## src/rtl/otter_pkg.sv

```systemverilog
// Shared decode definitions for the OTTER decode stage: opcodes, control
// encodings and the decoded-control bundle.
package otter_pkg;

  typedef enum logic [6:0] {
    OpLoad   = 7'b0000011,
    OpImm    = 7'b0010011,
    OpAuipc  = 7'b0010111,
    OpStore  = 7'b0100011,
    OpOp     = 7'b0110011,
    OpLui    = 7'b0110111,
    OpBranch = 7'b1100011,
    OpJalr   = 7'b1100111,
    OpJal    = 7'b1101111,
    OpSystem = 7'b1110011
  } opcode_t;

  // ALU function codes that are not simply {f7[5], f3}
  localparam logic [3:0] AluAdd  = 4'b0000;
  localparam logic [3:0] AluCopy = 4'b1001;

  // Register file write-back source
  localparam logic [1:0] WrSelPc4 = 2'd0;
  localparam logic [1:0] WrSelCsr = 2'd1;
  localparam logic [1:0] WrSelMem = 2'd2;
  localparam logic [1:0] WrSelAlu = 2'd3;

  // ALU operand B source
  localparam logic [1:0] SrcBReg  = 2'd0;
  localparam logic [1:0] SrcBImmI = 2'd1;
  localparam logic [1:0] SrcBImmS = 2'd2;
  localparam logic [1:0] SrcBImmU = 2'd3;

  // Accepted funct7 values for the OP opcode
  localparam logic [6:0] F7Base = 7'b0000000;
  localparam logic [6:0] F7Alt  = 7'b0100000;
  localparam logic [6:0] F7Mext = 7'b0000001;

  typedef struct packed {
    logic       alu_src_a;
    logic [1:0] alu_src_b;
    logic [3:0] alu_fun;
    logic [1:0] rf_wr_sel;
    logic       rf_wr_en;
    logic       mem_write;
    logic       mem_read2;
    logic       branch;
    logic       jump;
    logic       illegal;
    logic       mul_en;
    logic [2:0] mul_op;
  } decode_ctrl_t;

  typedef enum logic [0:0] {
    StRun   = 1'b0,
    StStall = 1'b1
  } dec_state_e;

endpackage

```

## src/rtl/otter_decode_comb.sv

```systemverilog
// Combinational RV32 instruction decoder: instruction word -> control bundle,
// source-register usage flags and sign-extended immediate.
// Optional M-extension decode is enabled by defining OTTER_DECODE_MEXT_EN.
module otter_decode_comb
  import otter_pkg::*;
#(
  parameter int unsigned XLEN = 32
) (
  input  logic [31:0]     instr,
  output decode_ctrl_t    ctrl,
  output logic            rs1_used,
  output logic            rs2_used,
  output logic [XLEN-1:0] imm
);

  logic [2:0] f3;
  logic [6:0] f7;
  logic       legal;
  logic signed [31:0] imm32;
  logic signed [31:0] imm_i, imm_s, imm_b, imm_u, imm_j;

  assign f3 = instr[14:12];
  assign f7 = instr[31:25];

  assign imm_i = {{20{instr[31]}}, instr[31:20]};
  assign imm_s = {{20{instr[31]}}, instr[31:25], instr[11:7]};
  assign imm_b = {{19{instr[31]}}, instr[31], instr[7], instr[30:25], instr[11:8], 1'b0};
  assign imm_u = {instr[31:12], 12'b0};
  assign imm_j = {{11{instr[31]}}, instr[31], instr[19:12], instr[20], instr[30:21], 1'b0};

  // Signed size cast sign-extends to the datapath width
  assign imm = XLEN'(imm32);

  // Opcode decode; illegal encodings suppress every side-effecting control
  always_comb begin
    ctrl           = '0;
    ctrl.rf_wr_sel = WrSelAlu;
    rs1_used       = 1'b0;
    rs2_used       = 1'b0;
    imm32          = '0;
    legal          = 1'b1;

    case (instr[6:0])
      OpLui: begin
        ctrl.alu_src_a = 1'b1;
        ctrl.alu_fun   = AluCopy;
        ctrl.rf_wr_en  = 1'b1;
        imm32          = imm_u;
      end
      OpAuipc: begin
        ctrl.alu_src_a = 1'b1;
        ctrl.alu_src_b = SrcBImmU;
        ctrl.rf_wr_en  = 1'b1;
        imm32          = imm_u;
      end
      OpJal: begin
        ctrl.alu_src_b = SrcBImmI;
        ctrl.rf_wr_sel = WrSelPc4;
        ctrl.rf_wr_en  = 1'b1;
        ctrl.jump      = 1'b1;
        imm32          = imm_j;
      end
      OpJalr: begin
        ctrl.alu_src_b = SrcBImmI;
        ctrl.rf_wr_sel = WrSelPc4;
        ctrl.rf_wr_en  = 1'b1;
        ctrl.jump      = 1'b1;
        rs1_used       = 1'b1;
        imm32          = imm_i;
      end
      OpBranch: begin
        ctrl.branch = 1'b1;
        rs1_used    = 1'b1;
        rs2_used    = 1'b1;
        imm32       = imm_b;
      end
      OpLoad: begin
        ctrl.alu_src_b = SrcBImmI;
        ctrl.rf_wr_sel = WrSelMem;
        ctrl.rf_wr_en  = 1'b1;
        ctrl.mem_read2 = 1'b1;
        rs1_used       = 1'b1;
        imm32          = imm_i;
      end
      OpStore: begin
        ctrl.alu_src_b = SrcBImmS;
        ctrl.mem_write = 1'b1;
        rs1_used       = 1'b1;
        rs2_used       = 1'b1;
        imm32          = imm_s;
      end
      OpImm: begin
        ctrl.alu_src_b = SrcBImmI;
        // Only shifts (f3=101) use instr[30] to pick arithmetic vs logical
        ctrl.alu_fun   = (f3 == 3'b101) ? {instr[30], f3} : {1'b0, f3};
        ctrl.rf_wr_en  = 1'b1;
        rs1_used       = 1'b1;
        imm32          = imm_i;
      end
      OpOp: begin
        ctrl.alu_fun  = {instr[30], f3};
        ctrl.rf_wr_en = 1'b1;
        rs1_used      = 1'b1;
        rs2_used      = 1'b1;
        if (f7 == F7Mext) begin
`ifdef OTTER_DECODE_MEXT_EN
          ctrl.mul_en  = 1'b1;
          ctrl.mul_op  = f3;
          ctrl.alu_fun = AluAdd;
`else
          legal = 1'b0;
`endif
        end else if (f7 != F7Base && f7 != F7Alt) begin
          legal = 1'b0;
        end
      end
      OpSystem: begin
        ctrl.alu_fun   = AluCopy;
        ctrl.rf_wr_sel = WrSelCsr;
      end
      default: legal = 1'b0;
    endcase

    if (instr[1:0] != 2'b11) legal = 1'b0;

    ctrl.illegal = ~legal;
    if (!legal) begin
      ctrl.rf_wr_en  = 1'b0;
      ctrl.mem_write = 1'b0;
      ctrl.mem_read2 = 1'b0;
      ctrl.branch    = 1'b0;
      ctrl.jump      = 1'b0;
      ctrl.mul_en    = 1'b0;
    end
  end

endmodule

```

## src/rtl/otter_decode_stage.sv

```systemverilog
// OTTER pipeline decode stage: registers decoded instruction fields and
// controls, applies execute backpressure and flush, and inserts bubbles on a
// load-use dependency. M-extension decode follows OTTER_DECODE_MEXT_EN.
module otter_decode_stage
  import otter_pkg::*;
#(
  parameter int unsigned XLEN             = 32,
  parameter int unsigned LOAD_USE_BUBBLES = 1,
  parameter int unsigned RF_ADDR_W        = 5
) (
  input  logic                 clk,
  input  logic                 rst_n,
  input  logic                 if_valid,
  input  logic [31:0]          if_instr,
  input  logic [XLEN-1:0]      if_pc,
  output logic                 if_ready,
  input  logic                 ex_ready,
  input  logic                 flush,
  output logic                 id_valid,
  output logic [XLEN-1:0]      id_pc,
  output logic [RF_ADDR_W-1:0] id_rs1,
  output logic [RF_ADDR_W-1:0] id_rs2,
  output logic [RF_ADDR_W-1:0] id_rd,
  output logic [XLEN-1:0]      id_imm,
  output logic                 alu_src_a,
  output logic [1:0]           alu_src_b,
  output logic [3:0]           alu_fun,
  output logic [1:0]           rf_wr_sel,
  output logic                 rf_wr_en,
  output logic                 mem_write,
  output logic                 mem_read2,
  output logic                 branch,
  output logic                 jump,
  output logic                 illegal,
  output logic                 mul_en,
  output logic [2:0]           mul_op
);

  typedef struct packed {
    logic [XLEN-1:0]      pc;
    logic [RF_ADDR_W-1:0] rs1;
    logic [RF_ADDR_W-1:0] rs2;
    logic [RF_ADDR_W-1:0] rd;
    logic [XLEN-1:0]      imm;
    decode_ctrl_t         ctrl;
  } id_reg_t;

  localparam bit         HazardEn   = (LOAD_USE_BUBBLES > 0);
  localparam bit         MultiStall = (LOAD_USE_BUBBLES > 1);
  localparam logic [1:0] StallCnt   = MultiStall ? 2'(LOAD_USE_BUBBLES - 1) : 2'd0;

  dec_state_e     state_q, state_d;
  logic [1:0]     cnt_q, cnt_d;
  logic           valid_q, valid_d;
  id_reg_t        id_q, id_d;

  decode_ctrl_t         dec_ctrl;
  logic                 dec_rs1_used, dec_rs2_used;
  logic [XLEN-1:0]      dec_imm;
  logic [RF_ADDR_W-1:0] if_rs1, if_rs2, if_rd;
  logic                 hazard, accept;

  otter_decode_comb #(
    .XLEN(XLEN)
  ) u_decode_comb (
    .instr   (if_instr),
    .ctrl    (dec_ctrl),
    .rs1_used(dec_rs1_used),
    .rs2_used(dec_rs2_used),
    .imm     (dec_imm)
  );

  assign if_rs1 = RF_ADDR_W'(if_instr[19:15]);
  assign if_rs2 = RF_ADDR_W'(if_instr[24:20]);
  assign if_rd  = RF_ADDR_W'(if_instr[11:7]);

  // Load in ID leaving this cycle whose result the offered instruction reads
  assign hazard = HazardEn && valid_q && id_q.ctrl.mem_read2 && (id_q.rd != '0) && ex_ready &&
                  ((dec_rs1_used && (if_rs1 == id_q.rd)) ||
                   (dec_rs2_used && (if_rs2 == id_q.rd)));

  assign if_ready = (state_q == StRun) && !flush && (!valid_q || ex_ready) && !hazard;
  assign accept   = if_valid && if_ready;

  // Next-state: flush first, then stall countdown, then capture/bubble/hold
  always_comb begin
    state_d = state_q;
    cnt_d   = cnt_q;
    valid_d = valid_q;
    id_d    = id_q;

    if (flush) begin
      state_d = StRun;
      cnt_d   = 2'd0;
      valid_d = 1'b0;
    end else begin
      case (state_q)
        StStall: begin
          if (ex_ready) begin
            valid_d = 1'b0;
            if (cnt_q <= 2'd1) begin
              state_d = StRun;
              cnt_d   = 2'd0;
            end else begin
              cnt_d = cnt_q - 2'd1;
            end
          end
        end
        StRun: begin
          if (accept) begin
            valid_d   = 1'b1;
            id_d.pc   = if_pc;
            id_d.rs1  = if_rs1;
            id_d.rs2  = if_rs2;
            id_d.rd   = if_rd;
            id_d.imm  = dec_imm;
            id_d.ctrl = dec_ctrl;
          end else if (hazard) begin
            valid_d = 1'b0;
            if (MultiStall) begin
              state_d = StStall;
              cnt_d   = StallCnt;
            end
          end else if (ex_ready) begin
            valid_d = 1'b0;
          end
        end
        default: state_d = StRun;
      endcase
    end
  end

  // Pipeline register and FSM state, cleared asynchronously
  always_ff @(posedge clk or negedge rst_n) begin
    if (!rst_n) begin
      state_q <= StRun;
      cnt_q   <= 2'd0;
      valid_q <= 1'b0;
      id_q    <= '0;
    end else begin
      state_q <= state_d;
      cnt_q   <= cnt_d;
      valid_q <= valid_d;
      id_q    <= id_d;
    end
  end

  assign id_valid  = valid_q;
  assign id_pc     = id_q.pc;
  assign id_rs1    = id_q.rs1;
  assign id_rs2    = id_q.rs2;
  assign id_rd     = id_q.rd;
  assign id_imm    = id_q.imm;
  assign alu_src_a = id_q.ctrl.alu_src_a;
  assign alu_src_b = id_q.ctrl.alu_src_b;
  assign alu_fun   = id_q.ctrl.alu_fun;
  assign rf_wr_sel = id_q.ctrl.rf_wr_sel;
  assign rf_wr_en  = id_q.ctrl.rf_wr_en;
  assign mem_write = id_q.ctrl.mem_write;
  assign mem_read2 = id_q.ctrl.mem_read2;
  assign branch    = id_q.ctrl.branch;
  assign jump      = id_q.ctrl.jump;
  assign illegal   = id_q.ctrl.illegal;
  assign mul_en    = id_q.ctrl.mul_en;
  assign mul_op    = id_q.ctrl.mul_op;

endmodule

```

## config.mk

```make
export PLATFORM = sky130hd
export DESIGN_NAME = otter_decode_stage
export DESIGN_NICKNAME = d
export VERILOG_FILES = /design/src/rtl/otter_pkg.sv /design/src/rtl/otter_decode_comb.sv /design/src/rtl/otter_decode_stage.sv
export SDC_FILE = /design/constraint.sdc
export NUM_CORES = 1
export LEC_CHECK = 0
export CAP_MARGIN = 20
export CORE_MARGIN = 2
export CORE_UTILIZATION = 41
export DETAILED_ROUTE_END_ITERATION = 10
export HOLD_SLACK_MARGIN = 0.03
export PLACE_DENSITY = 0.85
export SLEW_MARGIN = 20
export SYNTH_ARGS = -nofsm -noshare
export SYNTH_HDL_FRONTEND = slang
export SYNTH_SLANG_ARGS = --single-unit
```

## constraint.sdc

```tcl
create_clock -name clk -period 2.31 [get_ports clk]
set_input_delay 0.462 -clock clk [delete_from_list [all_inputs] [get_ports clk]]
set_output_delay 0.462 -clock clk [all_outputs]
set_load 0.05 [all_outputs]
```

==> flow_summary.yaml, run 1 <==
status:
  outcome: "complete, but fails checks"
  violations: "negative setup slack"
placement:
  place.gp.congestion: 0.904
  numPortBuffers: 164
  hpwl_microns: 9540
routing:
  wirelength_microns: 13800
  drtAntennaViolNets: 0
  route.detailed.drc: 0
  vias_per_cell: 5.23
  num_vias: 3794
  wl_per_cell_microns: 19.0
  dr.pass1.iters: 5
  drtIter0Drc: 257
die:
  fp.coreArea_sq_um: 10900
  rows: 38
  dieArea_sq_um: 12100
  pin_count: 169
  die_w_microns: 110
  die_h_microns: 110
  start_util_pct: 42.3
clock_network:
  cts_tree: "yes"
  cts_root_buf: "clkbuf_16"
  clk_pin_slew_ns: 0.06
  cts_made_buffers: 9
  cts.sinks: 98
  clock_path_buffers: 2
  clk_latency_ns: 0.34
  h-tree-depth: 3
worst_setup_path:
  rrSetupSlack_ns: -0.11
  worstPathRequired_ns: 2.52
  startpoint_type: "primary input"
  arrival_ns: 2.66
  r2r_end: "id_pc[25]$_DFFE_PN0P_"
  r2r-start: "id_rd[4]$_DFFE_PN0P_"
  cp-startpoint: "if_instr[3]"
  path_class: "in -> reg"
  cp_max_fo: 9
  reg2reg_depth: 9
  end_kind: "flip-flop"
  cp-endpoint: "id_pc[25]$_DFFE_PN0P_"
pwr:
  cellPowerDensity_nw_per_um2: 739
  power_mw: 5.39
  ir_worst_vdd_uv: 434
  leakagePower_nw: 3.28
global_routing:
  grt_pass1_vias: 3865
  grt_pass1_wl_microns: 19600
  grt_max_degree: 47
  gr-total-overflow: 0
  track_usage_pct: 21.4
  antenna_found_initial: 0
sta:
  fmax_mhz: 408
  setup_ws_ns: -0.139
  tns_ns: -5.30
  whs_ns: 0.0659
  fin_crit_sh_pct: 106
  tightest_slew_ns: 0.559
  finalHoldViolations: 0
  finalCriticalPeriod_ns: 2.45
  relSlewSlack_pct: 62.6
  fin_skew_ns: 0.00884
  maxSlewViolCount: 0
  rsz0062_at_grt: "yes"
  finalSetupViolCount: 53
yosys:
  yosys_warnings: 0
  ys_async_sr_fraction_pct: 100
  ys_ff_latch: 98
  syn_inst: 371
  syn_avg_cell_area_sq_um: 12.5
  yosys_most_used_dff: "dfrtp_1"
  synth-edff-count: 0
  ys_seq_area_share_pct: 53.1
  syn_area_sq_um: 4620
  synth.distinct_cells: 41
finish:
  diodes: 0
  fin_nets: 650
  area_growth_pct: 57.8
  multi_input_area_sq_um: 2000
  fillers: 801
  drive_above_1_share_pct: 28.0
  register_area_sq_um: 2460
worst_hold_path:
  hold_path.class: "in -> async"
job:
  cap_violations: 0
## worst max-delay path, cell delays in order
cell	delay, ns
clkdlybuf4s50_1	0.46
buf_4	0.19
nor3_2	0.26
a31oi_2	0.16
buf_4	0.17
o211a_4	0.33
buf_12	0.16
clkbuf_16	0.16
mux2_4	0.30
## metal layers
layer,vias to the layer above,track usage (%),wire length (microns)
li1,1700,-,-
met1,1856,26.3,5410
met2,192,35.6,6810
met3,46,4.53,1020
met4,0,10.7,556
met5,-,0,0
## registers in the layout, indices dropped and copies added (netlist names), 2 cells and up
signal	flops
id_imm	32
cnt_q	2
id_rs1	5
id_rd	5
rf_wr_sel	2
id_rs2	5
alu_src_b	2
alu_fun	4
id_pc	32
## cells by family after synthesis
group	synth area share (%)
compound gates	5.12
mux	25.7
other cells	0.0811
xor+xnor	2.08
flops	53.1
simple gates	9.15
buf+inv	4.79
## report_power, final
group / total [mW] / switching [mW] / internal, mW
combinational: 1.72 / 0.997 / 0.723
clock: 1.67 / 0.613 / 1.06
sequential: 2.00 / 0.111 / 1.89
## metrics by stage
| stage | utilization [%] | setup slack [ns] | area (sq um) | cells |
|---|---|---|---|---|
| floorplan | - | -0.0127 | 4650 | 374 |
| detailed placement | 61.0 | -0.364 | 6670 | 695 |
| finish | 66.7 | -0.139 | 7290 | 726 |
| global placement | 61.0 | -0.343 | 6670 | 695 |
| global route | 66.7 | -0.199 | 7290 | 726 |
| CTS | 64.6 | -0.121 | 7070 | 716 |
## cells in the final DEF (no fill, tap or decap), drive strengths merged, types with 2 or more instances in the layout
master and instances:
a31oi 2, a21o 2, mux2i 16, a21oi 12, nand3 3, mux2 80, a2111oi 2, o211a 2
xor2 8, dfrtp 98, clkbuf 16, inv 17, xnor2 3, clkdlybuf4s50 151, o21ai 5, buf 53
nor4 2, nand2b 3, and3 6, nor2 13, nor3b 2, dlymetal6s2s 2, conb 4, nor3 7
a22o 4, nor2b 4, dlygate4sd2 9, o22ai 2, bufinv 3, nand2 42, nand4 4
## timing repair
item	4_1_cts	5_1_grt
gates cloned	1	6
hold buffers	0	0
endpoints found under the setup margin	7	85
buffers inserted	4	4
pin swaps	5	4
resized for setup	14	9
## cell type report
class | instances | area share (%)
clock inverters | 5 | 1.41
inverters | 17 | 0.875
repair buffers | 220 | 31.0
multi-input cells | 235 | 27.5
clock buffers | 11 | 3.19
well taps | 140 | 2.40
flip-flops and latches | 98 | 33.7
## how the worst min path moves through the flow
stage,start,end,slack [ns],depth (start not counted)
detailed placement,rst_n,alu_fun[0]$_DFFE_PN0P_,0.44,1
global route,rst_n,alu_fun[0]$_DFFE_PN0P_,0.10,1
finish,rst_n,alu_fun[0]$_DFFE_PN0P_,0.07,1
floorplan,rst_n,alu_fun[0]$_DFFE_PN0P_,0.17,0
global placement,rst_n,alu_fun[0]$_DFFE_PN0P_,0.43,1
CTS,rst_n,alu_fun[0]$_DFFE_PN0P_,0.08,1
## cells in the mapped netlist (4+ instances only)
cell type	count	share of area [%]
and3_1	6	0.81
a22o_1	4	0.76
dfrtp_1	98	53
nand2_1	42	3.4
nor2_1	13	1.1
mux2_2	46	11
nor3_1	7	0.76
buf_6	6	1.5
mux2i_1	16	3.5
buf_2	6	0.65
a21oi_1	12	1.3
xor2_1	8	1.5
buf_4	4	0.65
nor2b_1	4	0.54
nand4_1	4	0.54
inv_1	17	1.4
o21ai_0	4	0.43
clkbuf_1	7	0.57
mux2_4	34	11
(Power assumes the default switching activity.)
==> run 2, diff against run 1 <==
--- a/config.mk
+++ b/config.mk
@@ -15,3 +15,4 @@
 export SYNTH_ARGS = -nofsm -noshare
 export SYNTH_HDL_FRONTEND = slang
 export SYNTH_SLANG_ARGS = --single-unit
+export TNS_END_PERCENT = 10
==> flow_summary.yaml, run 2 (synthesis results as in run 1) <==
status:
  outcome: "complete, but fails checks"
  violations: "negative setup slack"
die:
  fp.coreArea_sq_um: 10900
  rows: 38
  die_w_microns: 110
  start_util_pct: 42.3
  pin_count: 169
  die_h_microns: 110
  dieArea_sq_um: 12100
routing:
  num_vias: 3727
  drtAntennaViolNets: 0
  vias_per_cell: 5.18
  wl_per_cell_microns: 18.4
  dr.pass1.iters: 4
  route.detailed.drc: 0
  drtIter0Drc: 166
  wirelength_microns: 13300
clock_network:
  cts.sinks: 98
  h-tree-depth: 3
  cts_made_buffers: 9
  cts_root_buf: "clkbuf_16"
  clk_latency_ns: 0.34
  clk_pin_slew_ns: 0.06
  clock_path_buffers: 2
  cts_tree: "yes"
placement:
  placed_cells: 695
  numPortBuffers: 164
  place.gp.congestion: 0.904
  hpwl_microns: 9540
  dpl_worst_slack_ns: -0.364
sta:
  setup_ws_ns: -0.140
  relSlewSlack_pct: 62.5
  finalSetupViolCount: 39
  fmax_mhz: 408
  maxSlewViolCount: 0
  finalCriticalPeriod_ns: 2.45
  finalHoldViolations: 0
  fin_crit_sh_pct: 106
  whs_ns: 0.0628
  fin_skew_ns: 0.0118
  tns_ns: -0.591
  tightest_slew_ns: 0.560
  rsz0062_at_grt: "yes"
worst_setup_path:
  arrival_ns: 1.99
  path_class: "in -> out"
  rrSetupSlack_ns: -0.02
  startpoint_type: "primary input"
  cp_max_fo: 5
  end_kind: "primary output"
  worstPathRequired_ns: 1.85
finish:
  final_common_cell: "clkdlybuf4s50_1"
  fin_nets: 644
  drive_above_1_share_pct: 27.4
  fin_cells: 720
  area_growth_pct: 55.5
  layout_common_cells: "clkdlybuf4s50_1 (147), dfrtp_1 (95), mux2_2 (45)"
  diodes: 0
  fillers: 824
global_routing:
  antenna_found_initial: 0
  grt_pass1_wl_microns: 19300
  gr-total-overflow: 0
  grt_pass1_vias: 3821
  track_usage_pct: 21.0
  grt_max_degree: 47
pwr:
  p_seq_share_pct: 37.3
  swShare_pct: 32.1
  switchingPower_mw: 1.73
  p_int_mw: 3.65
  cellPowerDensity_nw_per_um2: 748
  p_comb_share_pct: 31.4
  p_clk_share_pct: 31.3
  power_mw: 5.37
  ir_worst_vdd_uv: 434
  leakagePower_nw: 3.26
job:
  cap_violations: 0
worst_hold_path:
  hold_path.class: "in -> async"
-- run 2: cell types whose count changed in the layout (fill, tap and decap cells not counted), moves of 2 or more --
cell and change:
buf_12 -2, clkbuf_16 -2, clkdlybuf4s50_1 -4, dlymetal6s2s_1 +4
-- run 2: final cells by class --
type	count	area (sq um)	area share, %
inverters	17	63.8	0.888
well taps	140	175	2.44
flip-flops and latches	98	2460	34.2
repair buffers	214	2150	29.9
clock inverters	5	103	1.43
multi-input cells	235	2010	27.9
clock buffers	11	233	3.24
-- run 2: stage by stage --
| step | utilization (%) | cell area (sq um) |
|---|---|---|
| after global routing | 65.7 | 7190 |
| after global placement | 61.0 | 6670 |
| final | 65.7 | 7190 |
| after CTS | 64.4 | 7040 |
| after detailed placement | 61.0 | 6670 |
| after floorplan | - | 4650 |
-- run 2: worst paths after layout --
check                                     start                      to  depth (start not counted)
min reg2reg                id_pc[5]$_DFFE_PN0P_    id_pc[5]$_DFFE_PN0P_                          1
max                                 if_instr[3]                if_ready                          6
min in group clk           id_pc[5]$_DFFE_PN0P_    id_pc[5]$_DFFE_PN0P_                          1
max reg2reg                id_rd[4]$_DFFE_PN0P_   id_pc[27]$_DFFE_PN0P_                          8
min                                       rst_n  alu_fun[0]$_DFFE_PN0P_                          1
max in group asynchronous                 rst_n   id_pc[22]$_DFFE_PN0P_                          2
-- run 2: timing repair --
action                                  4_1_cts  5_1_grt
hold endpoints to repair                      0        0
gates cloned                                  0        5
endpoints found under the setup margin        7       85
setup buffers                                 4        0
hold buffers                                  0        0
resized for setup                            13       14
pin swaps                                     5        4
-- run 2: routing by layer --
| layer | GRT usage [%] | wire, microns | part of all wire (%) | vias to the layer above |
|---|---|---|---|---|
| met5 | 0 | 0 | 0 | - |
| met4 | 10.5 | 476 | 3.6 | 0 |
| met3 | 4.23 | 938 | 7.1 | 46 |
| met2 | 35.0 | 6540 | 49 | 175 |
| met1 | 25.8 | 5320 | 40 | 1818 |
| li1 | - | - | - | 1688 |
-- run 2: critical path, stage by stage --
cell and delay, ns:
clkdlybuf4s50_1 0.46, buf_4 0.19, nor3_2 0.26, a31oi_2 0.17, o21a_1 0.27, buf_12 0.17
-- run 2: power by group through the flow --
stage	Combinational (mW)	Sequential [mW]	Clock [mW]
6_report	1.69	2.00	1.68
5_1_grt	1.76	2.02	1.78
4_1_cts	1.66	2.00	1.70
3_5_place_dp	1.63	2.04	0
3_3_place_gp	1.60	2.03	0
2_1_floorplan	0.386	2.64	0
